## src/rtl/io_panel_pkg.sv

```systemverilog
// Shared definitions for the front-panel controller: display mode type,
// the blank segment pattern, a hex-to-seven-segment encoder and a popcount
// helper for event vectors up to 16 bits wide.
package io_panel_pkg;

  localparam logic [7:0] SEG_BLANK = 8'hFF;

  typedef enum logic {
    MODE_COUNT = 1'b0,
    MODE_BUS   = 1'b1
  } disp_mode_e;

  // Active-low {dp,g,f,e,d,c,b,a}; dp always off.
  function automatic logic [7:0] seg_hex(input logic [3:0] nib);
    logic [7:0] s;
    case (nib)
      4'h0: s = 8'hC0;
      4'h1: s = 8'hF9;
      4'h2: s = 8'hA4;
      4'h3: s = 8'hB0;
      4'h4: s = 8'h99;
      4'h5: s = 8'h92;
      4'h6: s = 8'h82;
      4'h7: s = 8'hF8;
      4'h8: s = 8'h80;
      4'h9: s = 8'h90;
      4'hA: s = 8'h88;
      4'hB: s = 8'h83;
      4'hC: s = 8'hC6;
      4'hD: s = 8'hA1;
      4'hE: s = 8'h86;
      default: s = 8'h8E;
    endcase
    return s;
  endfunction

  function automatic logic [4:0] popcount16(input logic [15:0] v);
    logic [4:0] c;
    c = '0;
    for (int unsigned i = 0; i < 16; i++) begin
      c = c + {4'b0000, v[i]};
    end
    return c;
  endfunction

endpackage

```

## src/rtl/io_panel_ctrl_btn_debounce.sv

```systemverilog
// One button channel: 2-flop synchroniser, debounce counter and rising-edge
// detect of the debounced level.
//   clk_i    : system clock
//   rst_ni   : asynchronous active-low reset (already release-synchronised)
//   raw_i    : raw asynchronous button level
//   stable_o : debounced level
//   rise_o   : high for the one cycle after stable_o rises (unregistered)
module btn_debounce #(
  parameter int unsigned DEBOUNCE_CYC = 16
) (
  input  logic clk_i,
  input  logic rst_ni,
  input  logic raw_i,
  output logic stable_o,
  output logic rise_o
);

  localparam int unsigned CW = $clog2(DEBOUNCE_CYC);
  localparam logic [CW-1:0] CNT_LAST = CW'(DEBOUNCE_CYC - 1);

  logic [1:0]    sync_q;
  logic [CW-1:0] cnt_q, cnt_d;
  logic          stable_q, stable_d;
  logic          prev_q;

  // Counter only advances on mismatch; any matching cycle restarts it,
  // so a glitch must persist DEBOUNCE_CYC cycles to be accepted.
  always_comb begin
    stable_d = stable_q;
    cnt_d    = '0;
    if (sync_q[1] != stable_q) begin
      if (cnt_q == CNT_LAST) begin
        stable_d = sync_q[1];
      end else begin
        cnt_d = cnt_q + CW'(1);
      end
    end
  end

  always_ff @(posedge clk_i or negedge rst_ni) begin
    if (!rst_ni) begin
      sync_q   <= '0;
      cnt_q    <= '0;
      stable_q <= 1'b0;
      prev_q   <= 1'b0;
    end else begin
      sync_q   <= {sync_q[0], raw_i};
      cnt_q    <= cnt_d;
      stable_q <= stable_d;
      prev_q   <= stable_q;
    end
  end

  assign stable_o = stable_q;
  assign rise_o   = stable_q & ~prev_q;

endmodule

```

## src/rtl/io_panel_ctrl.sv

```systemverilog
// Front-panel controller: debounced buttons and mode toggle, press counter,
// multiplexed seven-segment display, PWM gauge and registered bus adder.
//   clk, rst_n          : clock, asynchronous active-low reset
//   buttons, dips       : raw buttons and DIP switches (NUM_BTN each)
//   toggle_btn          : raw display-mode button
//   cnt_clr             : synchronous clear of press_count
//   in_bus0, in_bus1    : adder operands; in_bus0 nibbles shown in mode 1,
//                         in_bus1[PWM_W-1:0] is the gauge duty
//   seg, digit_en       : active-low segments and digit selects
//   leds, btn_event     : debounced buttons ^ dips, rising-edge pulses
//   press_count         : saturating debounced press count
//   disp_mode           : 0 = show press_count, 1 = show in_bus0
//   out_bus0, out_carry : registered sum and carry
//   gauge_pwm           : PWM output
module io_panel_ctrl
  import io_panel_pkg::*;
#(
  parameter int unsigned NUM_BTN      = 8,
  parameter int unsigned DEBOUNCE_CYC = 16,
  parameter int unsigned NUM_DIGITS   = 4,
  parameter int unsigned SCAN_DIV     = 1024,
  parameter int unsigned BUS_W        = 32,
  parameter int unsigned PWM_W        = 8
) (
  input  logic                  clk,
  input  logic                  rst_n,
  input  logic [NUM_BTN-1:0]    buttons,
  input  logic [NUM_BTN-1:0]    dips,
  input  logic                  toggle_btn,
  input  logic                  cnt_clr,
  input  logic [BUS_W-1:0]      in_bus0,
  input  logic [BUS_W-1:0]      in_bus1,
  output logic [7:0]            seg,
  output logic [NUM_DIGITS-1:0] digit_en,
  output logic [NUM_BTN-1:0]    leds,
  output logic [NUM_BTN-1:0]    btn_event,
  output logic [15:0]           press_count,
  output logic                  disp_mode,
  output logic [BUS_W-1:0]      out_bus0,
  output logic                  out_carry,
  output logic                  gauge_pwm
);

  localparam int unsigned PW = $clog2(SCAN_DIV);
  localparam int unsigned IW = (NUM_DIGITS > 1) ? $clog2(NUM_DIGITS) : 1;
  localparam int unsigned FW = 4 * NUM_DIGITS;
  localparam logic [PW-1:0]    PRESC_LAST = PW'(SCAN_DIV - 1);
  localparam logic [IW-1:0]    IDX_LAST   = IW'(NUM_DIGITS - 1);
  localparam logic [PWM_W-1:0] PWM_LAST   = ~PWM_W'(1);

  // Reset release synchroniser; assertion stays asynchronous.
  logic [1:0] rst_sync_q;
  logic       rst_sync_n;

  always_ff @(posedge clk or negedge rst_n) begin
    if (!rst_n) rst_sync_q <= '0;
    else        rst_sync_q <= {rst_sync_q[0], 1'b1};
  end
  assign rst_sync_n = rst_sync_q[1];

  logic [NUM_BTN-1:0] btn_stable, btn_rise;
  logic               tog_stable_unused, tog_rise;

  for (genvar i = 0; i < NUM_BTN; i++) begin : g_btn
    btn_debounce #(.DEBOUNCE_CYC(DEBOUNCE_CYC)) u_db (
      .clk_i   (clk),
      .rst_ni  (rst_sync_n),
      .raw_i   (buttons[i]),
      .stable_o(btn_stable[i]),
      .rise_o  (btn_rise[i])
    );
  end

  btn_debounce #(.DEBOUNCE_CYC(DEBOUNCE_CYC)) u_tog (
    .clk_i   (clk),
    .rst_ni  (rst_sync_n),
    .raw_i   (toggle_btn),
    .stable_o(tog_stable_unused),
    .rise_o  (tog_rise)
  );

  logic [NUM_BTN-1:0]    leds_q, leds_d;
  logic [NUM_BTN-1:0]    btn_event_q, btn_event_d;
  logic [15:0]           press_count_q, press_count_d;
  disp_mode_e            disp_mode_q, disp_mode_d;
  logic [PW-1:0]         presc_q, presc_d;
  logic [IW-1:0]         idx_q, idx_d;
  logic [FW-1:0]         frame_q, frame_d;
  logic [7:0]            seg_q, seg_d;
  logic [NUM_DIGITS-1:0] digit_en_q, digit_en_d;
  logic [PWM_W-1:0]      pwm_cnt_q, pwm_cnt_d;
  logic [PWM_W-1:0]      duty_q, duty_d;
  logic                  pwm_q, pwm_d;
  logic [BUS_W:0]        sum_q, sum_d;
  logic [NUM_DIGITS-1:0] lead_zero;

  // Digit k is a leading zero when it and every digit above it are zero.
  always_comb begin : p_lead_zero
    logic all_zero;
    all_zero  = 1'b1;
    lead_zero = '0;
    for (int unsigned k = NUM_DIGITS; k > 0; k--) begin
      all_zero       = all_zero & (frame_q[4*(k-1) +: 4] == 4'h0);
      lead_zero[k-1] = all_zero;
    end
    lead_zero[0] = 1'b0;
  end

  always_comb begin
    logic [16:0]      cnt_sum;
    logic [3:0]       nib;
    logic             presc_tc;
    logic [PWM_W-1:0] duty_eff;

    leds_d      = btn_stable ^ dips;
    btn_event_d = btn_rise;

    cnt_sum = {1'b0, press_count_q} + 17'(popcount16(16'(btn_event_q)));
    if (cnt_clr)         press_count_d = '0;
    else if (cnt_sum[16]) press_count_d = '1;
    else                 press_count_d = cnt_sum[15:0];

    disp_mode_d = disp_mode_q;
    if (tog_rise) disp_mode_d = (disp_mode_q == MODE_COUNT) ? MODE_BUS : MODE_COUNT;

    // Frame value is captured only on the wrap to digit 0 so a frame never tears.
    presc_tc = (presc_q == PRESC_LAST);
    presc_d  = presc_tc ? '0 : presc_q + PW'(1);
    idx_d    = idx_q;
    frame_d  = frame_q;
    if (presc_tc) begin
      if (idx_q == IDX_LAST) begin
        idx_d   = '0;
        frame_d = (disp_mode_q == MODE_BUS) ? in_bus0[FW-1:0] : FW'(press_count_q);
      end else begin
        idx_d = idx_q + IW'(1);
      end
    end

    nib        = frame_q[4*idx_q +: 4];
    seg_d      = (dips[NUM_BTN-1] && lead_zero[idx_q]) ? SEG_BLANK : seg_hex(nib);
    digit_en_d = ~(NUM_DIGITS'(1) << idx_q);

    // Duty is taken live at count 0 so a new period uses the new duty at once.
    duty_eff  = (pwm_cnt_q == '0) ? in_bus1[PWM_W-1:0] : duty_q;
    duty_d    = duty_eff;
    pwm_d     = (pwm_cnt_q < duty_eff);
    pwm_cnt_d = (pwm_cnt_q == PWM_LAST) ? '0 : pwm_cnt_q + PWM_W'(1);

    sum_d = {1'b0, in_bus0} + {1'b0, in_bus1};
  end

  always_ff @(posedge clk or negedge rst_sync_n) begin
    if (!rst_sync_n) begin
      leds_q        <= '0;
      btn_event_q   <= '0;
      press_count_q <= '0;
      disp_mode_q   <= MODE_COUNT;
      presc_q       <= '0;
      idx_q         <= '0;
      frame_q       <= '0;
      seg_q         <= SEG_BLANK;
      digit_en_q    <= '1;
      pwm_cnt_q     <= '0;
      duty_q        <= '0;
      pwm_q         <= 1'b0;
      sum_q         <= '0;
    end else begin
      leds_q        <= leds_d;
      btn_event_q   <= btn_event_d;
      press_count_q <= press_count_d;
      disp_mode_q   <= disp_mode_d;
      presc_q       <= presc_d;
      idx_q         <= idx_d;
      frame_q       <= frame_d;
      seg_q         <= seg_d;
      digit_en_q    <= digit_en_d;
      pwm_cnt_q     <= pwm_cnt_d;
      duty_q        <= duty_d;
      pwm_q         <= pwm_d;
      sum_q         <= sum_d;
    end
  end

  assign leds        = leds_q;
  assign btn_event   = btn_event_q;
  assign press_count = press_count_q;
  assign disp_mode   = disp_mode_q;
  assign seg         = seg_q;
  assign digit_en    = digit_en_q;
  assign gauge_pwm   = pwm_q;
  assign out_bus0    = sum_q[BUS_W-1:0];
  assign out_carry   = sum_q[BUS_W];

endmodule

```

## config.mk

```make
export PLATFORM = sky130hd
export DESIGN_NAME = io_panel_ctrl
export DESIGN_NICKNAME = d
export VERILOG_FILES = /design/src/rtl/io_panel_pkg.sv /design/src/rtl/io_panel_ctrl_btn_debounce.sv /design/src/rtl/io_panel_ctrl.sv
export SDC_FILE = /design/constraint.sdc
export NUM_CORES = 1
export LEC_CHECK = 0
export BUFFER_PORTS_ARGS = -buffer_cell sky130_fd_sc_hd__buf_2
export CORE_MARGIN = 2
export CORE_UTILIZATION = 31
export DETAILED_ROUTE_END_ITERATION = 10
export PLACE_DENSITY = 0.52
export SLEW_MARGIN = 25
export SYNTH_ARGS = -nofsm -noshare
export SYNTH_HDL_FRONTEND = slang
export SYNTH_SLANG_ARGS = --single-unit
```

## constraint.sdc

```tcl
create_clock -name clk -period 9.5 [get_ports clk]
set_input_delay 1.9 -clock clk [delete_from_list [all_inputs] [get_ports clk]]
set_output_delay 1.9 -clock clk [all_outputs]
set_load 0.02 [all_outputs]
```

==> summary.md <==
| Metric | Value |
|---|---|
| Final Net Count | `1200` |
| Reg2Reg Setup Slack | `5.46 ns` |
| Syn Std Cell Area | `9560 sq um` |
| Post-Route WL | `21.9 mm` |
| Gate Count Post-Synth | `873` |
| Die ar. | `32300 sq um` |
| # hold bufs at CTS | `0` |
| Post-CTS setup buffers | `0` |
| Layout cell share with drive strength beyond 1 | `22.0%` |
| WP data arrival | `4.33 ns` |
| Final GP Congestion | `0.831` |
| First-pass GRT wire length | `36.1 mm` |
| Clk buf depth | `2` |
| Worst path required time | `9.79 ns` |
| Fin Setup TNS | `0 ns` |
| Multi-input gate area | `4380 sq um` |
| Pin count of the biggest net entering global routing | `70` |
| Worst-margin pin slew | `0.898 ns` |
| Core Box Area | `30500 sq um` |
| Post-DP HPWL | `16.5 mm` |
| CTS HTree Levels | `4` |
| Antenna Cells | `0` |
| Power per cell area | `166 nW/um^2` |
| Ranking of synthesized cells by area | `dfrtp_1 (48%), ha_1 (8.9%), xnor2_1 (4.0%), a21oi_1 (3.3%), dfstp_2 (3.0%)` |
| IO Count | `163` |
| Yosys reg bits | `196` |
| Sequential element share of the synthesized area | `51.4%` |
| Synth top cells by count | `dfrtp_1 (185), ha_1 (68), a21oi_1 (64)` |
| Prevailing post-synth register cell | `dfrtp_1` |
| WL per Instance | `15.1 microns` |
| Status | `finished clean` |
| Worst R2R End | `press_count[10]` |
| TritonCTS clock tree | `yes` |
| Die H | `180 microns` |
| Avg Vias per Cell | `4.70` |
| Max VDD drop | `0.158 mV` |
| Critical path capture point type | `flip-flop` |
| Setup violations, final | `0` |
| FF+latch area | `4920 sq um` |
| Fill cells | `3039` |
| Yosys top cell area share | `48.4%` |
| Resized cells post-CTS | `0` |
| Core Util, Final | `37.4%` |
| Worst-skew pair later-pin latency | `0.45 ns` |
| Worst reg2reg startpoint | `btn_event[0]` |
| Syn Area/Cell | `11.0 sq um` |
| Die Wd | `180 microns` |
| Via count | `6825` |
| # port buffers | `161` |
| Root Buffer Master | `clkbuf_16` |
| Synth cell types | `56` |
| Final Hold Vio Count | `0` |
| Min Clock Period, post-route | `4.04 ns` |
| Max_cap viols | `0` |
| Cts bufs inserted | `17` |
| DRC viols | `0` |
| Vias in the first global route | `6836` |
| Synth async-reset ratio | `100%` |
| Total gr overflow | `0` |
| CP Launch Type | `flip-flop` |
| Max Slew Vio Count | `0` |
| Min-Delay Path Class | `flip-flop to asynchronous set/reset pin` |
| Synth warn | `0` |
| Critical path class | `flip-flop to flip-flop` |
| Initial antenna violation count | `0` |
| Overall Global Routing Usage | `14.0%` |
| Sink Count | `196` |
| 1st-pass router iterations | `4` |
| Tcrit/Tclk final | `42.5%` |
| Slew headroom | `40.1%` |
| Starting Density | `31.3%` |
| Post-synth EDFFs | `0` |
| Routed Antenna Nets | `0` |
| Leading area contributor after synthesis | `dfrtp_1` |
| Register-to-Register Path Depth | `13` |
| Synthesis-to-layout area growth | `19.3%` |
| Initial DRC Count | `418` |
| Max FO, Critical Path | `13` |
| Most frequent cell after synthesis | `dfrtp_1` |
| Fmax achieved | `248 MHz` |
| Standard-cell rows | `64` |
| RSZ-0062 raised after global routing | `false` |
| Pleak | `5.40 nW` |
| Clk slew on worst S/H paths | `0.08 ns` |
| Post-Route Skew | `0.0130 ns` |
registers in the layout, summed over array words and instances (netlist names), 7 cells and up:
register             cells
g_btn.u_db.prev_q        8
leds                     8
g_btn.u_db.cnt_q        32
seg                      7
frame_q                 16
btn_event                8
duty_q                   8
pwm_cnt_q                8
presc_q                 10
g_btn.u_db.sync_q       16
g_btn.u_db.stable_o      8
sum_q                   33
press_count             16
layout make-up:
| type | instances | area share, % |
|---|---|---|
| tap | 396 | 4.34 |
| clock buffer | 18 | 3.85 |
| multi-input combinational | 608 | 38.4 |
| timing repair buffer | 165 | 7.44 |
| sequential | 196 | 43.2 |
| inverter | 54 | 1.78 |
| clock inverter | 14 | 1.03 |
report_power, final:
part / internal [mW] / total [mW] / leakage (nW) / switching, mW
logic: 0.112 / 0.287 / 2.67 / 0.175
clock network: 0.351 / 0.693 / 0.278 / 0.342
registers: 0.889 / 0.916 / 2.45 / 0.0269
total: 1.35 / 1.90 / 5.40 / 0.544
kinds of logic (layout without fill, tap and decap cells):
logic type | after synthesis | after routing | synth area share, %
adders and majority gates | 74 | 74 | 10.2
xor gates and xnor gates | 75 | 75 | 6.87
buffers and inverters | 70 | 251 | 2.81
muxes | 40 | 40 | 4.84
other | 1 | 2 | 0.0392
DFF | 196 | 196 | 51.4
AOI/OAI and AO/OA | 181 | 181 | 11.6
and+or+nand+nor | 236 | 236 | 12.3
worst max-delay path by stage:
stage / from / to / slack [ns] / cells past startpoint
floorplan: rst_sync_q[1] / btn_event[0] / 3.65 / 0
global placement: in_bus0[0] / sum_q[22] / 5.11 / 11
detailed placement: in_bus0[0] / sum_q[22] / 5.06 / 11
CTS: btn_event[0] / press_count[10] / 5.44 / 13
global route: btn_event[0] / press_count[0] / 5.14 / 13
finish: btn_event[0] / press_count[10] / 5.46 / 13
critical path, stage by stage, from the launching register on:
cell and delay (ns):
dfrtp_1 0.40, fa_1 0.54, inv_1 0.06, fa_1 0.46
fa_1 0.52, fa_1 0.19, inv_1 0.05, fa_1 0.40
a21oi_1 0.17, nor2_1 0.07, o21ai_0 0.37, nor2_1 0.12
nand3_1 0.41, a21oi_1 0.13
through the flow:
stage	area (sq um)	total power [mW]	hold slack, ns	worst slack (ns)	std cells
after CTS	11400	1.93	0.352	5.44	1450
after global routing	11400	2.00	0.317	5.14	1451
after detailed placement	10800	1.22	0.336	5.06	1418
final	11400	1.90	0.270	5.46	1451
after global placement	10800	1.22	0.332	5.11	1418
after floorplan	9570	1.12	0.331	3.65	874
placed cells by master (no fill, tap or decap), types with 9 or more instances in the layout:
master and n:
dfrtp_1 184, buf_2 161, ha_1 68, a21oi_1 64
nand2_1 60, nor2_1 58, inv_1 54, o21ai_0 46
xnor2_1 44, nand3_1 37, xor2_1 31, mux2i_1 26
nor2b_1 23, clkbuf_16 17, a21o_1 11, dfstp_2 11
and3_1 10, mux2_2 10, nor3b_1 9, nand4b_1 9
routing by layer:
metal  global-route usage (%)  vias to the layer above  share of wire, %
met5                        0                        -                 0
met4                     6.08                        0               2.8
met3                     3.89                       30               5.1
met2                     21.8                      148                45
met1                     18.3                     3267                47
li1                         -                     3380                 -
No activity file was read; power rests on OpenSTA's default activity.
